`src/rtl/dcache_mem_ctrl.sv`:
```
// ---------------------------------------------------------------------------
// dcache_mem_ctrl
//
// Memory-side sequencer for the data cache. Takes the dcache's miss and
// writeback requests one at a time and runs each over a narrow, beat-based
// memory port:
//   - writeback: one write address phase, NBEATS write beats, one write
//     acknowledge. The dirty line is sliced low beat first.
//   - miss: one read address phase, then read beats are collected into a
//     line buffer, then the full line is offered to the dcache as a refill.
// A pending writeback always wins over a miss in the same cycle, so a
// victim reaches memory before the line that replaces it is fetched.
//
// Ports
//   clk_i, rst_ni              clock, synchronous active-low reset
//   miss_req_*                 miss request from dcache (valid/ready, addr, way)
//   wb_req_*                   writeback request from dcache (valid/ready, addr, line)
//   refill_*                   refill to dcache (valid/ready, addr, way, line, err)
//   mem_req_*                  memory address phase (valid/ready, write, addr)
//   mem_w*                     memory write beats (valid/ready, data, last)
//   mem_r*                     memory read beats (valid, data, last, err), no ready
//   mem_bvalid_i, mem_berr_i   memory write acknowledge
//   busy_o                     high whenever a transaction is in flight
// ---------------------------------------------------------------------------
module dcache_mem_ctrl #(
    parameter int PLEN       = 32,
    parameter int LINE_WIDTH = 256,
    parameter int BUS_WIDTH  = 64,
    parameter int WAY_WIDTH  = 2
) (
    input  logic                  clk_i,
    input  logic                  rst_ni,

    input  logic                  miss_req_valid_i,
    output logic                  miss_req_ready_o,
    input  logic [PLEN-1:0]       miss_req_paddr_i,
    input  logic [WAY_WIDTH-1:0]  miss_req_victim_way_i,

    input  logic                  wb_req_valid_i,
    output logic                  wb_req_ready_o,
    input  logic [PLEN-1:0]       wb_req_paddr_i,
    input  logic [LINE_WIDTH-1:0] wb_req_data_i,

    output logic                  refill_valid_o,
    input  logic                  refill_ready_i,
    output logic [PLEN-1:0]       refill_paddr_o,
    output logic [WAY_WIDTH-1:0]  refill_way_o,
    output logic [LINE_WIDTH-1:0] refill_data_o,
    output logic                  refill_err_o,

    output logic                  mem_req_valid_o,
    input  logic                  mem_req_ready_i,
    output logic                  mem_req_write_o,
    output logic [PLEN-1:0]       mem_req_addr_o,

    output logic                  mem_wvalid_o,
    input  logic                  mem_wready_i,
    output logic [BUS_WIDTH-1:0]  mem_wdata_o,
    output logic                  mem_wlast_o,

    input  logic                  mem_rvalid_i,
    input  logic [BUS_WIDTH-1:0]  mem_rdata_i,
    input  logic                  mem_rlast_i,
    input  logic                  mem_rerr_i,

    input  logic                  mem_bvalid_i,
    input  logic                  mem_berr_i,

    output logic                  busy_o
);

    localparam int NBEATS = LINE_WIDTH / BUS_WIDTH;
    localparam int CW     = $clog2(NBEATS);
    localparam int OFF    = $clog2(LINE_WIDTH / 8);

    localparam logic [CW-1:0] LAST_BEAT = CW'(NBEATS - 1);

    typedef enum logic [2:0] {
        IDLE,
        WB_ADDR,
        WB_DATA,
        WB_RESP,
        RD_ADDR,
        RD_DATA,
        REFILL
    } state_e;

    state_e                            state_q, state_d;
    logic   [CW-1:0]                   beat_q;
    logic                              err_q;
    logic   [PLEN-1:0]                 addr_q;
    logic   [WAY_WIDTH-1:0]            way_q;
    // One line buffer serves both directions: it holds the victim during a
    // writeback and collects read beats during a miss. Only one transaction
    // is ever in flight, so the two uses never overlap.
    logic   [NBEATS-1:0][BUS_WIDTH-1:0] line_q;

    logic wb_acc;
    logic miss_acc;
    logic last_beat;
    logic rd_beat;
    logic wr_beat;

    // Write errors end the transaction like a normal ack and are otherwise
    // dropped; address offset bits are discarded by line alignment.
    logic unused_inputs;
    assign unused_inputs = ^{mem_berr_i, wb_req_paddr_i[OFF-1:0], miss_req_paddr_i[OFF-1:0]};

    assign wb_acc    = wb_req_valid_i && wb_req_ready_o;
    assign miss_acc  = miss_req_valid_i && miss_req_ready_o;
    assign last_beat = (beat_q == LAST_BEAT);
    assign rd_beat   = (state_q == RD_DATA) && mem_rvalid_i;
    assign wr_beat   = (state_q == WB_DATA) && mem_wready_i;

    // -----------------------------------------------------------------------
    // State register
    // -----------------------------------------------------------------------
    always_ff @(posedge clk_i) begin
        if (!rst_ni) begin
            state_q <= IDLE;
        end else begin
            state_q <= state_d;
        end
    end

    // -----------------------------------------------------------------------
    // Next-state logic
    // -----------------------------------------------------------------------
    always_comb begin
        state_d = state_q;
        case (state_q)
            IDLE: begin
                if (wb_acc) begin
                    state_d = WB_ADDR;
                end else if (miss_acc) begin
                    state_d = RD_ADDR;
                end
            end
            WB_ADDR: begin
                if (mem_req_ready_i) begin
                    state_d = WB_DATA;
                end
            end
            WB_DATA: begin
                if (mem_wready_i && last_beat) begin
                    state_d = WB_RESP;
                end
            end
            WB_RESP: begin
                if (mem_bvalid_i) begin
                    state_d = IDLE;
                end
            end
            RD_ADDR: begin
                if (mem_req_ready_i) begin
                    state_d = RD_DATA;
                end
            end
            RD_DATA: begin
                // The final slot ends the burst even without rlast; an early
                // rlast ends it short.
                if (mem_rvalid_i && (last_beat || mem_rlast_i)) begin
                    state_d = REFILL;
                end
            end
            REFILL: begin
                if (refill_ready_i) begin
                    state_d = IDLE;
                end
            end
            default: state_d = IDLE;
        endcase
    end

    // -----------------------------------------------------------------------
    // Output logic
    // -----------------------------------------------------------------------
    always_comb begin
        wb_req_ready_o   = 1'b0;
        miss_req_ready_o = 1'b0;
        mem_req_valid_o  = 1'b0;
        mem_req_write_o  = 1'b0;
        mem_wvalid_o     = 1'b0;
        mem_wlast_o      = 1'b0;
        refill_valid_o   = 1'b0;
        busy_o           = (state_q != IDLE);
        case (state_q)
            IDLE: begin
                // Readies are gated by reset so nothing is accepted while
                // the block is being held in reset.
                wb_req_ready_o   = rst_ni;
                miss_req_ready_o = rst_ni && !wb_req_valid_i;
            end
            WB_ADDR: begin
                mem_req_valid_o = 1'b1;
                mem_req_write_o = 1'b1;
            end
            WB_DATA: begin
                mem_wvalid_o = 1'b1;
                mem_wlast_o  = last_beat;
            end
            RD_ADDR: begin
                mem_req_valid_o = 1'b1;
            end
            REFILL: begin
                refill_valid_o = 1'b1;
            end
            default: ;
        endcase
    end

    assign mem_req_addr_o = addr_q;
    assign mem_wdata_o    = line_q[beat_q];
    assign refill_paddr_o = addr_q;
    assign refill_way_o   = way_q;
    assign refill_data_o  = line_q;
    assign refill_err_o   = err_q;

    // -----------------------------------------------------------------------
    // Beat counter and error flag
    // -----------------------------------------------------------------------
    always_ff @(posedge clk_i) begin
        if (!rst_ni) begin
            beat_q <= '0;
            err_q  <= 1'b0;
        end else begin
            if (miss_acc && !wb_acc) begin
                err_q <= 1'b0;
            end
            if ((state_q == WB_ADDR || state_q == RD_ADDR) && mem_req_ready_i) begin
                beat_q <= '0;
            end else if (wr_beat || rd_beat) begin
                beat_q <= beat_q + CW'(1);
            end
            if (rd_beat) begin
                // A short burst leaves stale slots in the line, so it is
                // flagged as an error.
                err_q <= err_q | mem_rerr_i | (mem_rlast_i && !last_beat);
            end
        end
    end

    // -----------------------------------------------------------------------
    // Address, way and line buffer (payload only, no reset needed)
    // -----------------------------------------------------------------------
    always_ff @(posedge clk_i) begin
        if (wb_acc) begin
            addr_q <= {wb_req_paddr_i[PLEN-1:OFF], {OFF{1'b0}}};
            line_q <= wb_req_data_i;
        end else if (miss_acc) begin
            addr_q <= {miss_req_paddr_i[PLEN-1:OFF], {OFF{1'b0}}};
            way_q  <= miss_req_victim_way_i;
        end
        if (rd_beat) begin
            line_q[beat_q] <= mem_rdata_i;
        end
    end

endmodule

```
`config.mk`:
```
export PLATFORM = sky130hd
export DESIGN_NAME = dcache_mem_ctrl
export DESIGN_NICKNAME = d
export VERILOG_FILES = /design/src/rtl/dcache_mem_ctrl.sv
export SDC_FILE = /design/constraint.sdc
export NUM_CORES = 1
export LEC_CHECK = 0
export ABC_AREA = 1
export BUFFER_PORTS_ARGS = -buffer_cell sky130_fd_sc_hd__buf_2
export CAP_MARGIN = 20
export CORE_AREA = 2 2 311 313
export DETAILED_ROUTE_END_ITERATION = 12
export DIE_AREA = 0 0 313 315
export GPL_TIMING_DRIVEN = 0
export PLACE_DENSITY_LB_ADDON = 0.25
export SYNTH_ARGS = -nofsm -noshare
export SYNTH_HDL_FRONTEND = slang
export SYNTH_SLANG_ARGS = --single-unit
export TNS_END_PERCENT = 50
```
`constraint.sdc`:
```
create_clock -name clk_i -period 3 [get_ports clk_i]
set_clock_uncertainty 0.05 [all_clocks]
set_input_delay 0.3 -clock clk_i [delete_from_list [all_inputs] [get_ports clk_i]]
set_output_delay 0.3 -clock clk_i [all_outputs]
set_load 0.005 [all_outputs]
```
==> flow_metrics.env <==
export IMPL_synthesis_instances=1821
export IMPL_grt_antenna_before_repair=19
export IMPL_clkSinkCount=291
export IMPL_layout_cells_most_common_list="sky130_fd_sc_hd__buf_2 (834), sky130_fd_sc_hd__nor2_1 (405), sky130_fd_sc_hd__dlygate4sd3_1 (357), sky130_fd_sc_hd__o21ai_0 (331), sky130_fd_sc_hd__o22ai_1 (320)"
export IMPL_run_status="finished, final reports clean"
export IMPL_cts_clk_slew_worst_paths_ns=0.06
export IMPL_power_net_switching_mw=9.236
export IMPL_num_rows=114
export IMPL_share_of_layout_cells_above_drive_strength_1_pct=33.41
export IMPL_syn_avg_cell_area_um2=7.444
export IMPL_worst_setup_path_end_kind="output port"
export IMPL_floorplan_die_width_um=313
export IMPL_irDropWorstVdd_mv=0.3857
export IMPL_clockPowerShare_pct=23.5
export IMPL_ios=793
export IMPL_worstMarginPinSlew_ns=1.061
export IMPL_power_share_combinational_pct=42.7
export IMPL_setup_repair_after_global_routing_missed_its_margin="true"
export IMPL_synth_seq_cells=291
export IMPL_ctsRootBufferMaster="sky130_fd_sc_hd__clkbuf_16"
export IMPL_timing_fmax_ghz=0.3379
export IMPL_multiInputGateArea_um2=6126
export IMPL_fin_util_pct=25.29
export IMPL_cap_violations=0
export IMPL_setup_viol_count_final=0
export IMPL_leakage_power_nw=11.07
export IMPL_post_route_worst_setup_slack_ns=0.04026
export IMPL_postCtsSetupBuffers=0
export IMPL_power_sequential_fraction_pct=33.7
export IMPL_signed_area_change_from_the_synthesized_netlist_to_the_final_layout_pct=78.56
export IMPL_drt_iter0_markers=1446
export IMPL_n_fill_cell=10720
export IMPL_syn_cell_area_um2=13560
export IMPL_grt_ovfl_total=0
export IMPL_hold_violations=0
export IMPL_drt_wirelength_per_cell_um=24.60
export IMPL_cp_data_required_time_ns=2.65
export IMPL_maxSlewHeadroom_pct=29.26
export IMPL_floorplan_initialDensity_pct=14.16
export IMPL_holdCritPathClass="primary input to flop"
export IMPL_placeableCoreArea_um2=95710
export IMPL_htree_num_levels=2
export IMPL_mostFrequentLayoutCell="sky130_fd_sc_hd__buf_2"
export IMPL_final_min_period_over_clock_period_pct=98.66
export IMPL_distinct_cell_type_count_after_synthesis=26
export IMPL_p_sw_share_pct=41.21
export IMPL_final_antenna_net_count=0
export IMPL_synth_seq_area_share_pct=45.12
export IMPL_worst_endpoint_arrival_ns=2.61
export IMPL_tritoncts_clock_tree="yes"
export IMPL_nets=3404
export IMPL_gpl_final_weighted_congestion=0.8750
export IMPL_grt_first_pass_wirelength_mm=143.8
export IMPL_final_critical_path_required_period_ns=2.960
export IMPL_timing_worst_setup_path_type="flop to output port"
export IMPL_routed_wirelength_mm=106.2
export IMPL_placement_io_buffers=771
export IMPL_p_int_mw=13.18
export IMPL_first_global_vias=19203
export IMPL_routed_via_count=19236
export IMPL_remaining_drc_errors=0
export IMPL_dp_hpwl_mm=80.03
export IMPL_seq_area_um2=6120
export IMPL_ys_warn_count=0
export IMPL_pre_cts_slack_ns=-0.9395
export IMPL_setup_tns_ns=0
export IMPL_die_h_um=315
export IMPL_ctsLongestPathBuffers=3
export IMPL_cts_made_buffers=41
export IMPL_final_max_slew_viol_count=0
export IMPL_dieArea_um2=98600
export IMPL_global_route_usage_total_pct=20.40
export IMPL_worstSetupStartpointType="flop"
export IMPL_clock_latency_ns=0.58
export IMPL_drt_pass1_iterations=5
export IMPL_cp_max_fo=10
export IMPL_power_density_nw_per_um2=925.9
export IMPL_grt_start_max_net_pins=21
export IMPL_routed_via_density=4.457
[layout make-up]
type	count	area share, %
flip-flops and latches	291	25.28
repair buffers	1130	30.88
multi-input cells	1257	25.31
clock buffers	62	5.237
well taps	1276	6.596
inverters	83	1.287
clock inverters	14	0.6772
diodes	5	0.05169
plain buffers	198	4.678
[power groups by stage]
stage	combinational [mW]	sequential, mW	clock, mW
after global placement	8.88	7.58	0
after floorplan	3.63	7.20	0
final	9.58	7.56	5.27
after CTS	9.57	7.50	5.40
after global routing	10.4	7.72	5.51
after detailed placement	8.93	7.55	0
[synth_stat cells]
master                     count  area, um^2
sky130_fd_sc_hd__clkbuf_2      3       15.01
sky130_fd_sc_hd__buf_4        50       375.4
sky130_fd_sc_hd__or2_2         1       6.260
sky130_fd_sc_hd__nor3_1        2       10.01
sky130_fd_sc_hd__a211oi_1      2       15.01
sky130_fd_sc_hd__buf_2        67       335.3
sky130_fd_sc_hd__buf_6         3       33.78
sky130_fd_sc_hd__nand4_1       2       12.51
sky130_fd_sc_hd__nand4_4       1       21.27
sky130_fd_sc_hd__nand2_1     106       397.9
sky130_fd_sc_hd__conb_1        1       3.750
sky130_fd_sc_hd__nand3_1       7       35.03
sky130_fd_sc_hd__o21ai_1      55       275.3
sky130_fd_sc_hd__clkbuf_1     72       270.3
sky130_fd_sc_hd__a21oi_1       4       20.02
sky130_fd_sc_hd__buf_1         4       15.01
sky130_fd_sc_hd__ha_1          4       50.05
sky130_fd_sc_hd__dfxtp_1     262        5245
sky130_fd_sc_hd__o22ai_1     321        2008
sky130_fd_sc_hd__nand3_2       2       20.02
sky130_fd_sc_hd__edfxtp_1     29       870.8
sky130_fd_sc_hd__nor2_1      406        1524
sky130_fd_sc_hd__nor2_4        2       22.52
sky130_fd_sc_hd__inv_1        80       300.3
sky130_fd_sc_hd__inv_2         3       11.26
sky130_fd_sc_hd__o21ai_0     332        1662
[kinds of logic (layout without fill, tap and decap cells)]
group / count (synthesis) / count (layout) / synth area share, %
buffers and inverters: 282 / 1487 / 10.01
AOI/OAI and AO/OA: 714 / 714 / 29.36
other: 1 / 15 / 0.02766
DFF: 291 / 291 / 45.12
and+or+nand+nor: 529 / 529 / 15.12
adders and majority gates: 4 / 4 / 0.3692
[through the flow]
step	std cells	hold slack, ns	power (mW)	cell area, um^2
after floorplan	1830	0.3489	10.82	13590
after global placement	3877	0.4371	16.45	19040
after detailed placement	3879	0.4404	16.48	19090
after CTS	4311	0.001169	22.47	24170
after global routing	4314	0.03367	23.64	24200
final	4316	0.03017	22.41	24200
[timing repair]
action	CTS	global route
hold buffers	357	0
gates resized for setup	49	15
endpoints found under the setup margin	283	36
pin swaps	0	0
endpoints found under the hold margin	288	0
[worst paths after layout]
kind | start | endpoint | slack, ns | cells after the start
setup reg to reg | beat_q[0] | refill_data_o[188] | 0.17 | 10
setup / recovery | beat_q[0] | mem_wdata_o[34] | 0.04 | 7
hold / removal | mem_rdata_i[50] | refill_data_o[114] | 0.03 | 3
hold reg to reg | refill_data_o[180] | refill_data_o[180] | 0.51 | 2
[critical path, stage by stage (launching register included)]
cell,delay (ns)
sky130_fd_sc_hd__dfxtp_4,0.42
sky130_fd_sc_hd__buf_6,0.20
sky130_fd_sc_hd__inv_1,0.10
sky130_fd_sc_hd__buf_4,0.30
sky130_fd_sc_hd__clkbuf_4,0.32
sky130_fd_sc_hd__o21ai_0,0.10
sky130_fd_sc_hd__o22ai_1,0.37
sky130_fd_sc_hd__buf_2,0.20
[routing by layer]
layer	global-route usage, %	vias up	wire [um]
met5	0	-	123
met4	8.797	20	4443
met3	5.059	208	8480
met2	34.58	1015	50500
met1	24.43	9267	42640
li1	-	8726	-
[state kept, by name, indices dropped and copies added (netlist names)]
signal,flops
beat_q,2
refill_data_o,256
refill_err_o,1
mem_req_addr_o,27
state_q,3
refill_way_o,2
Note: power is estimated with default switching activity, not from simulation.
